$ cat src/rtl/uart_pkg.sv
// Shared UART loopback types and defaults.
// The RX and TX benches reuse the defaults so they stay consistent with the buffer.
package uart_pkg;

  localparam int unsigned BYTE_W               = 8;
  localparam int unsigned DEFAULT_DEPTH        = 16;
  localparam int unsigned DEFAULT_BUSY_TIMEOUT = 8;

  typedef enum logic [1:0] {
    IDLE,
    WAIT_BUSY,
    WAIT_IDLE
  } loop_state_t;

endpackage

$ cat src/rtl/byte_fifo.sv
// Circular byte FIFO with a registered read port.
// Push is refused when full and pop is refused when empty.
module byte_fifo
  import uart_pkg::*;
#(
  parameter int unsigned DEPTH = DEFAULT_DEPTH,
  localparam int unsigned PTR_W = $clog2(DEPTH),
  localparam int unsigned CNT_W = PTR_W + 1
) (
  input  logic              i_clk,
  input  logic              i_rst,
  input  logic              i_push,
  input  logic [BYTE_W-1:0] i_din,
  input  logic              i_pop,
  output logic [BYTE_W-1:0] o_dout,
  output logic [CNT_W-1:0]  o_count,
  output logic              o_full,
  output logic              o_empty
);

  logic [BYTE_W-1:0] r_mem [DEPTH];
  logic [PTR_W-1:0]  r_wr_ptr;
  logic [PTR_W-1:0]  r_rd_ptr;
  logic [CNT_W-1:0]  r_count;
  logic [BYTE_W-1:0] r_dout;
  logic              w_push;
  logic              w_pop;

  assign o_full  = (r_count == CNT_W'(DEPTH));
  assign o_empty = (r_count == '0);
  assign w_push  = i_push && !o_full;
  assign w_pop   = i_pop && !o_empty;

  // Storage is deliberately left out of reset.
  always_ff @(posedge i_clk) begin
    if (w_push) begin
      r_mem[r_wr_ptr] <= i_din;
    end
  end

  // DEPTH is a power of two, so the pointers wrap by natural overflow.
  always_ff @(posedge i_clk) begin
    if (i_rst) begin
      r_wr_ptr <= '0;
      r_rd_ptr <= '0;
      r_dout   <= '0;
    end else begin
      if (w_push) begin
        r_wr_ptr <= r_wr_ptr + 1'b1;
      end
      if (w_pop) begin
        r_dout   <= r_mem[r_rd_ptr];
        r_rd_ptr <= r_rd_ptr + 1'b1;
      end
    end
  end

  always_ff @(posedge i_clk) begin
    if (i_rst) begin
      r_count <= '0;
    end else begin
      unique case ({w_push, w_pop})
        2'b10:   r_count <= r_count + 1'b1;
        2'b01:   r_count <= r_count - 1'b1;
        default: r_count <= r_count;
      endcase
    end
  end

  assign o_dout  = r_dout;
  assign o_count = r_count;

endmodule

$ cat src/rtl/uart_loop_fifo.sv
// Loopback buffer between UART RX and TX: queues received bytes and hands the
// oldest one to the transmitter with a one-cycle tx_en whenever it is idle.
module uart_loop_fifo
  import uart_pkg::*;
#(
  parameter int unsigned DEPTH        = DEFAULT_DEPTH,
  parameter int unsigned BUSY_TIMEOUT = DEFAULT_BUSY_TIMEOUT,
  localparam int unsigned CNT_W = $clog2(DEPTH) + 1
) (
  input  logic              i_sys_clk,
  input  logic              i_rst,
  input  logic [BYTE_W-1:0] i_rx_data,
  input  logic              i_rx_valid,
  input  logic              i_tx_busy,
  output logic [BYTE_W-1:0] o_tx_data,
  output logic              o_tx_en,
  output logic [CNT_W-1:0]  o_fifo_count,
  output logic              o_full,
  output logic              o_empty,
  output logic              o_overflow
);

  localparam int unsigned      TMO_W    = $clog2(BUSY_TIMEOUT);
  localparam logic [TMO_W-1:0] TMO_LAST = TMO_W'(BUSY_TIMEOUT - 1);

  loop_state_t      r_state;
  loop_state_t      w_state_next;
  logic [TMO_W-1:0] r_tmo;
  logic [TMO_W-1:0] w_tmo_next;
  logic             r_tx_en;
  logic             r_overflow;
  logic             w_push;
  logic             w_pop;
  logic             w_full;
  logic             w_empty;

  // Full is the registered flag, so a same-cycle pop never makes room for a push.
  assign w_push = i_rx_valid && !w_full;
  assign w_pop  = (r_state == IDLE) && !w_empty && !i_tx_busy;

  byte_fifo #(
    .DEPTH (DEPTH)
  ) u_byte_fifo (
    .i_clk   (i_sys_clk),
    .i_rst   (i_rst),
    .i_push  (w_push),
    .i_din   (i_rx_data),
    .i_pop   (w_pop),
    .o_dout  (o_tx_data),
    .o_count (o_fifo_count),
    .o_full  (w_full),
    .o_empty (w_empty)
  );

  // A byte whose busy never shows up within the timeout is treated as sent.
  always_comb begin
    w_state_next = r_state;
    w_tmo_next   = r_tmo;
    unique case (r_state)
      IDLE: begin
        if (w_pop) begin
          w_state_next = WAIT_BUSY;
          w_tmo_next   = '0;
        end
      end
      WAIT_BUSY: begin
        if (i_tx_busy) begin
          w_state_next = WAIT_IDLE;
        end else if (r_tmo == TMO_LAST) begin
          w_state_next = IDLE;
        end else begin
          w_tmo_next = r_tmo + 1'b1;
        end
      end
      WAIT_IDLE: begin
        if (!i_tx_busy) begin
          w_state_next = IDLE;
        end
      end
      default: w_state_next = IDLE;
    endcase
  end

  always_ff @(posedge i_sys_clk) begin
    if (i_rst) begin
      r_state    <= IDLE;
      r_tmo      <= '0;
      r_tx_en    <= 1'b0;
      r_overflow <= 1'b0;
    end else begin
      r_state <= w_state_next;
      r_tmo   <= w_tmo_next;
      r_tx_en <= w_pop;
      if (i_rx_valid && w_full) begin
        r_overflow <= 1'b1;
      end
    end
  end

  assign o_tx_en    = r_tx_en;
  assign o_overflow = r_overflow;
  assign o_full     = w_full;
  assign o_empty    = w_empty;

endmodule

$ cat config.mk
export PLATFORM = sky130hd
export DESIGN_NAME = uart_loop_fifo
export DESIGN_NICKNAME = d
export VERILOG_FILES = /design/src/rtl/uart_pkg.sv /design/src/rtl/byte_fifo.sv /design/src/rtl/uart_loop_fifo.sv
export SDC_FILE = /design/constraint.sdc
export NUM_CORES = 1
export LEC_CHECK = 0
export CAP_MARGIN = 20
export CORE_UTILIZATION = 40
export CTS_CLUSTER_SIZE = 16
export DETAILED_ROUTE_END_ITERATION = 6
export GPL_TIMING_DRIVEN = 0
export HOLD_SLACK_MARGIN = 0.02
export PLACE_DENSITY = 0.65
export SLEW_MARGIN = 0
export SYNTH_ARGS = -nofsm -noshare
export SYNTH_HDL_FRONTEND = slang
export SYNTH_HIERARCHICAL = 1
export SYNTH_SLANG_ARGS = --single-unit
$ cat constraint.sdc
create_clock -name i_sys_clk -period 4.1 [get_ports i_sys_clk]
set_input_delay 0.615 -clock i_sys_clk [delete_from_list [all_inputs] [get_ports i_sys_clk]]
set_output_delay 0.615 -clock i_sys_clk [all_outputs]
set_load 0.01 [all_outputs]
==> results of run 1 <==
==> logic make-up after synthesis <==
group	count (synthesis)	synth area share, %
AOI/OAI and AO/OA	48	6.17
xor gates and xnor gates	9	1.36
adders and majority gates	12	2.49
buffers and inverters	27	2.22
DFF	156	69.6
muxes	53	11.7
and+or+nand+nor	86	6.47
==> cell usage in the layout (no fill, tap or decap), types with 9 or more instances in the layout <==
cell / synthesis / layout
a21oi_1: 9 / 9
buf_2: 7 / 9
clkbuf_16: 0 / 17
clkdlybuf4s50_1: 0 / 28
dfxtp_1: 28 / 28
edfxtp_1: 128 / 128
ha_1: 11 / 11
mux2i_1: 35 / 35
mux4_2: 16 / 16
nor2_1: 48 / 48
o22ai_1: 16 / 16
==> sequential cells by signal (all words and copies together), names as in the netlist <==
register              flops
o_tx_en                   1
u_byte_fifo/r_wr_ptr      4
r_state                   2
u_byte_fifo/r_rd_ptr      4
o_overflow                1
u_byte_fifo/o_dout        8
r_tmo                     3
u_byte_fifo/r_mem       128
u_byte_fifo/o_count       5
==> power breakdown <==
group | switching, mW | internal [mW]
registers | 0.0696 | 1.80
clock network | 0.597 | 1.01
logic | 0.406 | 0.366
total | 1.07 | 3.18
==> final timing paths <==
path,to,start,slack [ns],cells after the start
worst min register to register,o_overflow$_SDFFE_PP0P_,o_overflow$_SDFFE_PP0P_,0.47,2
worst max-delay path,u_byte_fifo/o_count[4]$_SDFFE_PP0P_,u_byte_fifo/o_count[0]$_SDFFE_PP0P_,0.75,12
worst max register to register,u_byte_fifo/o_count[4]$_SDFFE_PP0P_,u_byte_fifo/o_count[0]$_SDFFE_PP0P_,0.75,12
worst min-delay path,o_overflow$_SDFFE_PP0P_,o_overflow$_SDFFE_PP0P_,0.47,2
==> worst reg2reg max path, stage by stage, from the launching register on <==
cell and delay, ns:
dfxtp_1 0.36, or4_4 0.57, nor2_1 0.21, nor4_1 0.11
o21a_4 0.15, buf_6 0.16, ha_1 0.25, ha_1 0.33
nor2b_1 0.15, o21ai_0 0.23, a21oi_1 0.10, or3b_1 0.36
mux2_2 0.27
==> area by class of cell <==
cell class / instances / area (um^2)
fill: 1335 / 7820
sequential: 156 / 4400
multi-input combinational: 208 / 1780
clock buffer: 18 / 429
timing repair buffer: 32 / 305
tap: 211 / 264
clock inverter: 14 / 176
buffer: 20 / 114
inverter: 7 / 26.3
==> per-layer routing <==
metal	global-route usage, %	up-vias	share of wire (%)
li1	-	1614	-
met1	21.6	1768	46
met2	26.8	87	48
met3	3.71	14	4.6
met4	7.47	0	2.2
met5	0	-	0
==> metrics by stage <==
| step | cell area, um^2 | util (%) |
|---|---|---|
| 2_1_floorplan | 6320 | - |
| 3_3_place_gp | 6870 | 44.9 |
| 3_5_place_dp | 6890 | 45.0 |
| 4_1_cts | 7500 | 49.0 |
| 5_1_grt | 7500 | 49.0 |
| 6_report | 7500 | 49.0 |
==> run_results.csv, run 1 <==
group,metric,value,unit
sta,hold_viol,0,
placed_design,pre_cts_slack,0.348,ns
grt,grt_remaining_overflow,0,
sta,timing.hold.ws,0.469,ns
sta,max_freq,299,MHz
placed_design,numPlacedInstances,634,
worst_setup_path,cp_data_required_time,4.41,ns
sta,timing.final.crit_share,81.7,%
logic_synthesis,synth_enable_flop_cells,128,
floorplan,fp.dieArea,16300,um^2
grt,all_layer_gr_usage,16.6,%
floorplan,die-height,128,um
routing,drt-pass1-iter-count,5,
finish,final_cell_count_no_fill,666,
sta,clock-skew-final,0.0109,ns
floorplan,floorplan.die.width,128,um
worst_setup_path,crit_type,"reg -> reg",
clock_tree,cts-buffers-inserted,17,
sta,timing_worst_slew_pin_value,0.855,ns
pwr,irDropWorstVdd,307,uV
clock_tree,ctsLongestPathBuffers,2,
grt,grt_pass1_vias,3553,
clock_tree,postCtsSetupRepairBufs,0,
logic_synthesis,synth_top_flop_cell,"edfxtp_1",
logic_synthesis,synth.ff_latch_count,156,
sta,setup_slack,0.751,ns
pwr,power.density_cell_area,567,nW/um^2
clock_tree,ctsResizeCount,0,
routing,route.vias.total,3483,
grt,wire_length_of_the_first_global_routing_pass,19600,um
logic_synthesis,asyncSetResetFlopFracSynth,0,%
worst_setup_path,critPathSlowestCell,"or4_4",
worst_setup_path,arrival,3.65,ns
floorplan,placementRows,45,
floorplan,initial_core_util,41.3,%
placed_design,io_buf_count,28,
clock_tree,cts_root_buffer,"clkbuf_16",
placed_design,place.detailed.hpwl,8400,um
flow_run,drv_cap,0,
pwr,leakagePower,2.41,nW
logic_synthesis,synthesis.area_per_instance,16.2,um^2
hold_path,hp-class,"reg -> reg",
clock_tree,cts_hold_buf,0,
floorplan,io_pins,29,
sta,final_max_slew_viol_count,0,
clock_tree,tritoncts,"done",
logic_synthesis,synthesis.area,6320,um^2
sta,rsz_0062_raised_after_global_routing,"no",
logic_synthesis,synth.yosys.seq_area_share,69.6,%
sta,setup_tns,0,ns
routing,vias_per_inst,5.23,
outcome,run_status,"finished, final reports clean",
logic_synthesis,area_share_of_the_leading_cell_type_in_the_synthesized_netlist,60.8,%
logic_synthesis,ys.warnings.count,6,
finish,flow.area_growth_from_synthesis,18.6,%
worst_setup_path,critPathMaxFanout,10,
floorplan,core,15300,um^2
worst_setup_path,critPathCaptureType,"flip-flop",
logic_synthesis,count_of_distinct_cell_types_in_the_synthesized_netlist,43,
worst_setup_path,cp_cell_sequence,"or4_4 -> nor2_1 -> nor4_1 -> o21a_4 -> buf_6 -> ha_1 -> ha_1 -> nor2b_1 -> o21ai_0 -> a21oi_1 -> or3b_1 -> mux2_2",
clock_tree,clkSlewWorstSetupHoldPaths,0.06,ns
placed_design,gpl.final_weighted_congestion,0.789,
finish,nNetsFinal,466,
worst_setup_path,crit_path_frequent_cell,"ha_1",
routing,route.final.wire_length,12500,um
worst_setup_path,timing.critical_path.slowest_cell_delay,0.57,ns
sta,setup-violations-final,0,
routing,drt_iter0_markers,261,
finish,antenna_cells_inserted,0,
logic_synthesis,cell_with_the_most_instances_after_synthesis,"edfxtp_1",
finish,layout-drive-gt1-share,16.9,%
grt,grt_max_degree,17,
logic_synthesis,syn_inst,391,
sta,timing.max_slew.rel_slack,42.8,%
pwr,finalPower,4.25,mW
worst_setup_path,critical-path-top-delay-family,"simple AND/OR/NAND/NOR gates",
clock_tree,clock-sinks,156,
logic_synthesis,synth_fp_nets,415,
routing,drc_errors,0,
logic_synthesis,synth.largest_area_cell,"edfxtp_1",
worst_setup_path,startpoint_type,"flip-flop",
routing,routedWlPerCell,18.8,um
logic_synthesis,synth.area.top_cells,"edfxtp_1 61%, dfxtp_1 8.9%, mux4_2 5.7%",
grt,antenna_found_initial,0,
clock_tree,clock_tree.htree_level_count,4,
worst_setup_path,cp.buffers_inverters,1,
sta,final.min_clock_period,3.35,ns
logic_synthesis,yosys-top-cells-count,"128 x edfxtp_1, 48 x nor2_1, 35 x mux2i_1",
routing,drt.antenna.violating_nets,0,
clock_tree,clk_latency,0.42,ns
No activity file was read; power rests on OpenSTA's default activity.
==> run 2, diff against run 1 <==
- PLACE_DENSITY: 0.65 -> 0.67
- clock period: 4.1 -> 2.8 ns (I/O delays scaled with it)
==> run 2 against run 1 <==
Fmax rose by 20%. Critical path depth down 1. Hold slack better by 0.0021 ns. Clock skew shrank 0.0050 ns. Non-clock buffer count is 10 higher. Count of clock-buffer cells in the layout down 1. Sequential share of layout area decreased by 1.5 points. First-iteration DRC count increased by 12%. Combinational power grew 70%. Die area unchanged. Worst setup slack worse by 0.73 ns. Critical path type unchanged. Wire length grew 2.5%.
==> run_results.csv, run 2 (synthesis results as in run 1) <==
group,metric,value,unit
outcome,run_status,"finished, final reports clean",
floorplan,core,15300,um^2
clock_tree,cts_hold_buf,0,
finish,layout-drive-gt1-share,22.6,%
routing,drt-pass1-iter-count,4,
worst_setup_path,timing.critical_path.slowest_cell_delay,0.55,ns
sta,timing.max_slew.rel_slack,43.4,%
routing,route.final.wire_length,12900,um
sta,hold_viol,0,
floorplan,die-height,128,um
worst_setup_path,arrival,3.09,ns
floorplan,placementRows,45,
clock_tree,tritoncts,"done",
sta,rsz_0062_raised_after_global_routing,"yes",
routing,routedWlPerCell,19.0,um
flow_run,drv_cap,0,
worst_setup_path,worst_r2r_path_cells,11,
worst_setup_path,worstReg2RegStart,"u_byte_fifo/o_count[1]$_SDFFE_PP0P_",
routing,vias_per_inst,5.18,
floorplan,floorplan.die.width,128,um
worst_setup_path,ff2ff_setup_slack,0.02,ns
pwr,leakagePower,2.50,nW
grt,grt_remaining_overflow,0,
worst_setup_path,crit_path_frequent_cell,"ha_4",
worst_setup_path,cp_cell_sequence,"or4_4 -> nor2_4 -> nor4_4 -> o21a_4 -> ha_4 -> ha_4 -> nor2b_4 -> o21ai_2 -> nand3_1 -> or3b_4 -> mux2_2",
placed_design,place.detailed.hpwl,8270,um
grt,wire_length_of_the_first_global_routing_pass,19800,um
sta,clock-skew-final,0.00598,ns
hold_path,min_delay_worst_endpoint,"o_overflow$_SDFFE_PP0P_",
clock_tree,clock_tree.htree_level_count,4,
placed_design,dpl_cell_area,6950,um^2
sta,timing_worst_slew_pin_value,0.847,ns
sta,max_freq,360,MHz
floorplan,initial_core_util,41.3,%
clock_tree,clkSlewWorstSetupHoldPaths,0.06,ns
floorplan,io_pins,29,
grt,antenna_found_initial,0,
hold_path,worst_hold_startpoint,"o_overflow$_SDFFE_PP0P_",
routing,drt_iter0_markers,293,
finish,largest_reg_flops,128,
worst_setup_path,crit_type,"reg -> reg",
finish,regMostFlops,"u_byte_fifo/r_mem",
finish,antenna_cells_inserted,0,
hold_path,number_of_instances_on_the_worst_hold_path,2,
finish,area_used_by_multi_input_combinational_logic,1870,um^2
placed_design,io_buf_count,28,
placed_design,gpl.final_weighted_congestion,0.723,
worst_setup_path,rr_endpoint,"u_byte_fifo/o_count[4]$_SDFFE_PP0P_",
finish,flow.area_growth_from_synthesis,22.0,%
sta,timing.hold.ws,0.471,ns
sta,setup-violations-final,0,
routing,route.vias.total,3500,
clock_tree,cts_root_buffer,"clkbuf_16",
finish,post-route-cell-area,7720,um^2
worst_setup_path,critPathSlowestCell,"or4_4",
sta,timing.final.crit_share,99.3,%
clock_tree,ctsLongestPathBuffers,2,
grt,grt_max_degree,17,
worst_setup_path,critPathMaxFanout,4,
sta,final_max_slew_viol_count,0,
finish,regArea,4410,um^2
hold_path,hp-class,"reg -> reg",
worst_setup_path,startpoint_type,"flip-flop",
worst_setup_path,cp_data_required_time,3.11,ns
routing,drt.antenna.violating_nets,0,
pwr,irDropWorstVdd,460,uV
worst_setup_path,critPathCaptureType,"flip-flop",
clock_tree,clock-sinks,156,
routing,drc_errors,0,
clock_tree,cts-buffers-inserted,17,
floorplan,fp.dieArea,16300,um^2
finish,most_frequent_cells_in_the_layout,"128 x edfxtp_1, 47 x nor2_1, 35 x mux2i_1",
finish,post-route-util,50.4,%
grt,grt_pass1_vias,3566,
finish,mostFrequentLayoutCell,"edfxtp_1",
clock_tree,clk_latency,0.42,ns
sta,final.min_clock_period,2.78,ns
finish,nNetsFinal,476,
pwr,power.density_cell_area,848,nW/um^2
finish,fillCellCount,1282,
grt,all_layer_gr_usage,17.1,%
==> run 2: routing by layer <==
layer | part of all wire, % | wire length (um) | vias to the layer above | track usage, %
li1 | - | - | 1628 | -
met1 | 45 | 5760 | 1775 | 21.8
met2 | 49 | 6330 | 80 | 27.9
met3 | 4.5 | 578 | 17 | 4.13
met5 | 0 | 0 | - | 0
met4 | 1.5 | 190 | 0 | 7.27
==> run 2: worst max path at each step <==
stage	from	end	slack, ns	cells after the start
after global routing	u_byte_fifo/o_count[1]$_SDFFE_PP0P_	u_byte_fifo/o_count[4]$_SDFFE_PP0P_	-0.06	11
after CTS	u_byte_fifo/o_count[0]$_SDFFE_PP0P_	u_byte_fifo/o_count[4]$_SDFFE_PP0P_	-0.005	14
after detailed placement	i_tx_busy	u_byte_fifo/o_count[4]$_SDFFE_PP0P_	-0.51	12
final	u_byte_fifo/o_count[1]$_SDFFE_PP0P_	u_byte_fifo/o_count[4]$_SDFFE_PP0P_	0.02	11
after global placement	i_tx_busy	u_byte_fifo/o_count[4]$_SDFFE_PP0P_	-0.46	12
after floorplan	u_byte_fifo/o_count[3]$_SDFFE_PP0P_	u_byte_fifo/o_count[4]$_SDFFE_PP0P_	-0.09	12
==> run 2: metrics by stage <==
step | setup WS (ns) | setup TNS [ns] | total power, mW | instances
after floorplan | -0.0915 | -0.0915 | 3.55 | 391
after global placement | -0.458 | -8.37 | 3.94 | 630
after detailed placement | -0.515 | -1.79 | 3.98 | 634
after CTS | -0.00528 | -0.00528 | 6.58 | 675
after global routing | -0.0617 | -0.0617 | 6.80 | 676
final | 0.0208 | 0 | 6.54 | 676
==> run 2: timing repair <==
item,CTS,global route
setup endpoints to repair,1,1
setup buffers,10,1
pin swaps,5,2
hold endpoints to repair,0,0
gates resized for setup,11,3
==> run 2: critical path, delay by kind of cell (launching register included) <==
family	cells	cell delay, ns
AND/OR/NAND/NOR	6	1.35
adder cells (fa/ha/maj)	2	0.46
flip-flops	1	0.36
multiplexers	1	0.27
AO/OA/AOI/OAI	2	0.22
==> run 2: cell type report <==
cell class | instances | share of cell area, %
timing repair buffer | 43 | 5.03
sequential | 156 | 57.2
clock buffer | 17 | 5.51
clock inverter | 15 | 2.85
multi-input combinational | 208 | 24.3
buffer | 19 | 1.33
inverter | 7 | 0.373
tap | 211 | 3.42
==> run 2: where the power goes <==
group | leakage, nW | switching, mW | total, mW | internal (mW)
registers | 1.39 | 0.102 | 2.75 | 2.65
clock network | 0.315 | 0.903 | 2.48 | 1.58
logic | 0.799 | 0.662 | 1.31 | 0.646
==> run 3, diff against run 2 <==
- PLACE_DENSITY: 0.67 -> 0.65
- clock period: 2.8 -> 2.9 ns (I/O delays scaled with it)
==> run 3 against run 2 <==
First-iteration DRC count down 6.1%. Register-to-register slack improved by 0.09 ns. Global-route usage up 0.21 points. Fmax decreased by 0.41%. Flip-flop and latch count unchanged. Non-clock buffer count decreased by 4. Count of clock-buffer cells in the layout up 1. Sequential share of layout area rose by 0.36 points. Critical endpoint unchanged. Largest power group unchanged.
==> run_results.csv, run 3 (synthesis results as in run 1) <==
group,metric,value,unit
finish,antenna_cells_inserted,0,
grt,grt_pass1_vias,3455,
floorplan,placementRows,45,
flow_run,drv_cap,0,
floorplan,io_pins,29,
grt,grt_max_degree,17,
placed_design,io_buf_count,28,
clock_tree,clock_tree.htree_level_count,4,
routing,drt-pass1-iter-count,4,
clock_tree,tritoncts,"done",
finish,post-route-util,50.0,%
sta,hold_viol,0,
placed_design,place.detailed.hpwl,8390,um
floorplan,floorplan.die.width,128,um
sta,setup_tns,0,ns
routing,drt.antenna.violating_nets,0,
sta,clock-skew-final,0.00869,ns
placed_design,dpl_cell_area,6950,um^2
sta,timing.hold.ws,0.469,ns
worst_setup_path,critPathMaxFanout,6,
routing,vias_per_inst,5.12,
hold_path,hp-class,"reg -> reg",
clock_tree,clock-sinks,156,
sta,timing_worst_slew_pin_value,0.878,ns
finish,most_frequent_cells_in_the_layout,"128 x edfxtp_1, 47 x nor2_1, 35 x mux2i_1",
pwr,leakagePower,2.47,nW
pwr,power.density_cell_area,818,nW/um^2
finish,layout-drive-gt1-share,21.5,%
worst_setup_path,ff2ff_setup_slack,0.11,ns
worst_setup_path,critPathCaptureType,"flip-flop",
pwr,finalPower,6.27,mW
outcome,run_status,"finished, final reports clean",
pwr,irDropWorstVdd,450,uV
sta,final_max_slew_viol_count,0,
finish,regMostFlops,"u_byte_fifo/r_mem",
finish,mostFrequentLayoutCell,"edfxtp_1",
grt,globalRoute.busiestLayer,"met2",
sta,max_freq,358,MHz
grt,grt_use_met2,28.4,%
sta,timing.final.crit_share,96.2,%
worst_setup_path,startpoint_type,"flip-flop",
grt,antenna_found_initial,0,
sta,setup_slack,0.109,ns
finish,final_cell_count_no_fill,672,
floorplan,initial_core_util,41.3,%
worst_setup_path,arrival,3.10,ns
floorplan,fp.dieArea,16300,um^2
finish,flow.area_growth_from_synthesis,21.2,%
clock_tree,cts-buffers-inserted,17,
routing,drc_errors,0,
clock_tree,clkSlewWorstSetupHoldPaths,0.06,ns
grt,grt_use_met1,22.3,%
placed_design,gpl.final_weighted_congestion,0.740,
grt,grt_remaining_overflow,0,
finish,fillCellCount,1283,
routing,route.final.wire_length,12900,um
sta,timing.max_slew.rel_slack,41.2,%
worst_setup_path,cp_data_required_time,3.21,ns
routing,route.vias.total,3443,
worst_setup_path,crit_type,"reg -> reg",
floorplan,die-height,128,um
grt,global_route.usage.met3,5.05,%
routing,routedWlPerCell,19.2,um
placed_design,numPlacedInstances,634,
floorplan,core,15300,um^2
sta,final.min_clock_period,2.79,ns
grt,all_layer_gr_usage,17.3,%
finish,largest_reg_flops,128,
clock_tree,cts_root_buffer,"clkbuf_16",
finish,nNetsFinal,472,
finish,post-route-cell-area,7660,um^2
sta,setup-violations-final,0,
routing,drt_iter0_markers,275,
placed_design,pre_cts_slack,-0.418,ns
clock_tree,ctsLongestPathBuffers,2,
grt,wire_length_of_the_first_global_routing_pass,20000,um
clock_tree,clk_latency,0.42,ns
clock_tree,cts_hold_buf,0,
==> run 3: final cells by class <==
cell class / instances / area, um^2 / share of cell area, %
Sequential cell: 156 / 4410 / 57.6
Multi-Input combinational cell: 208 / 1860 / 24.3
Clock buffer: 18 / 429 / 5.60
Timing Repair Buffer: 39 / 360 / 4.70
Tap cell: 211 / 264 / 3.44
Clock inverter: 14 / 208 / 2.71
Buffer: 19 / 103 / 1.34
Inverter: 7 / 26.3 / 0.343
==> run 3: timing repair <==
item / CTS / global route
gates resized for setup: 7 / 3
buffers inserted: 2 / 5
endpoints found under the setup margin: 1 / 1
pin swaps: 3 / 1
==> run 3: critical path, stage by stage (launching register included) <==
cell     delay (ns)
dfxtp_4        0.36
or4_4          0.57
nor2_4         0.14
nor4_4         0.06
o21a_4         0.16
ha_4           0.19
ha_4           0.22
nor2b_2        0.16
o21ai_2        0.13
a21oi_1        0.08
or3b_1         0.36
mux2_2         0.27
==> run 3: where the power goes <==
| group | internal, mW | switching (mW) | leakage, nW |
|---|---|---|---|
| logic | 0.609 | 0.633 | 0.775 |
| clock network | 1.46 | 0.904 | 0.309 |
| registers | 2.55 | 0.110 | 1.39 |
==> run 3: per-layer routing <==
layer / part of all wire, % / wire, um
met1: 44 / 5700
met2: 50 / 6480
met3: 4.8 / 624
met4: 0.56 / 72
met5: 0 / 0
==> run 3: worst paths after layout <==
path	from	endpoint	cells after the start
worst max-delay path	u_byte_fifo/o_count[2]$_SDFFE_PP0P_	u_byte_fifo/o_count[4]$_SDFFE_PP0P_	11
worst min-delay path	o_overflow$_SDFFE_PP0P_	o_overflow$_SDFFE_PP0P_	2
worst max register to register	u_byte_fifo/o_count[2]$_SDFFE_PP0P_	u_byte_fifo/o_count[4]$_SDFFE_PP0P_	11
worst min register to register	o_overflow$_SDFFE_PP0P_	o_overflow$_SDFFE_PP0P_	2
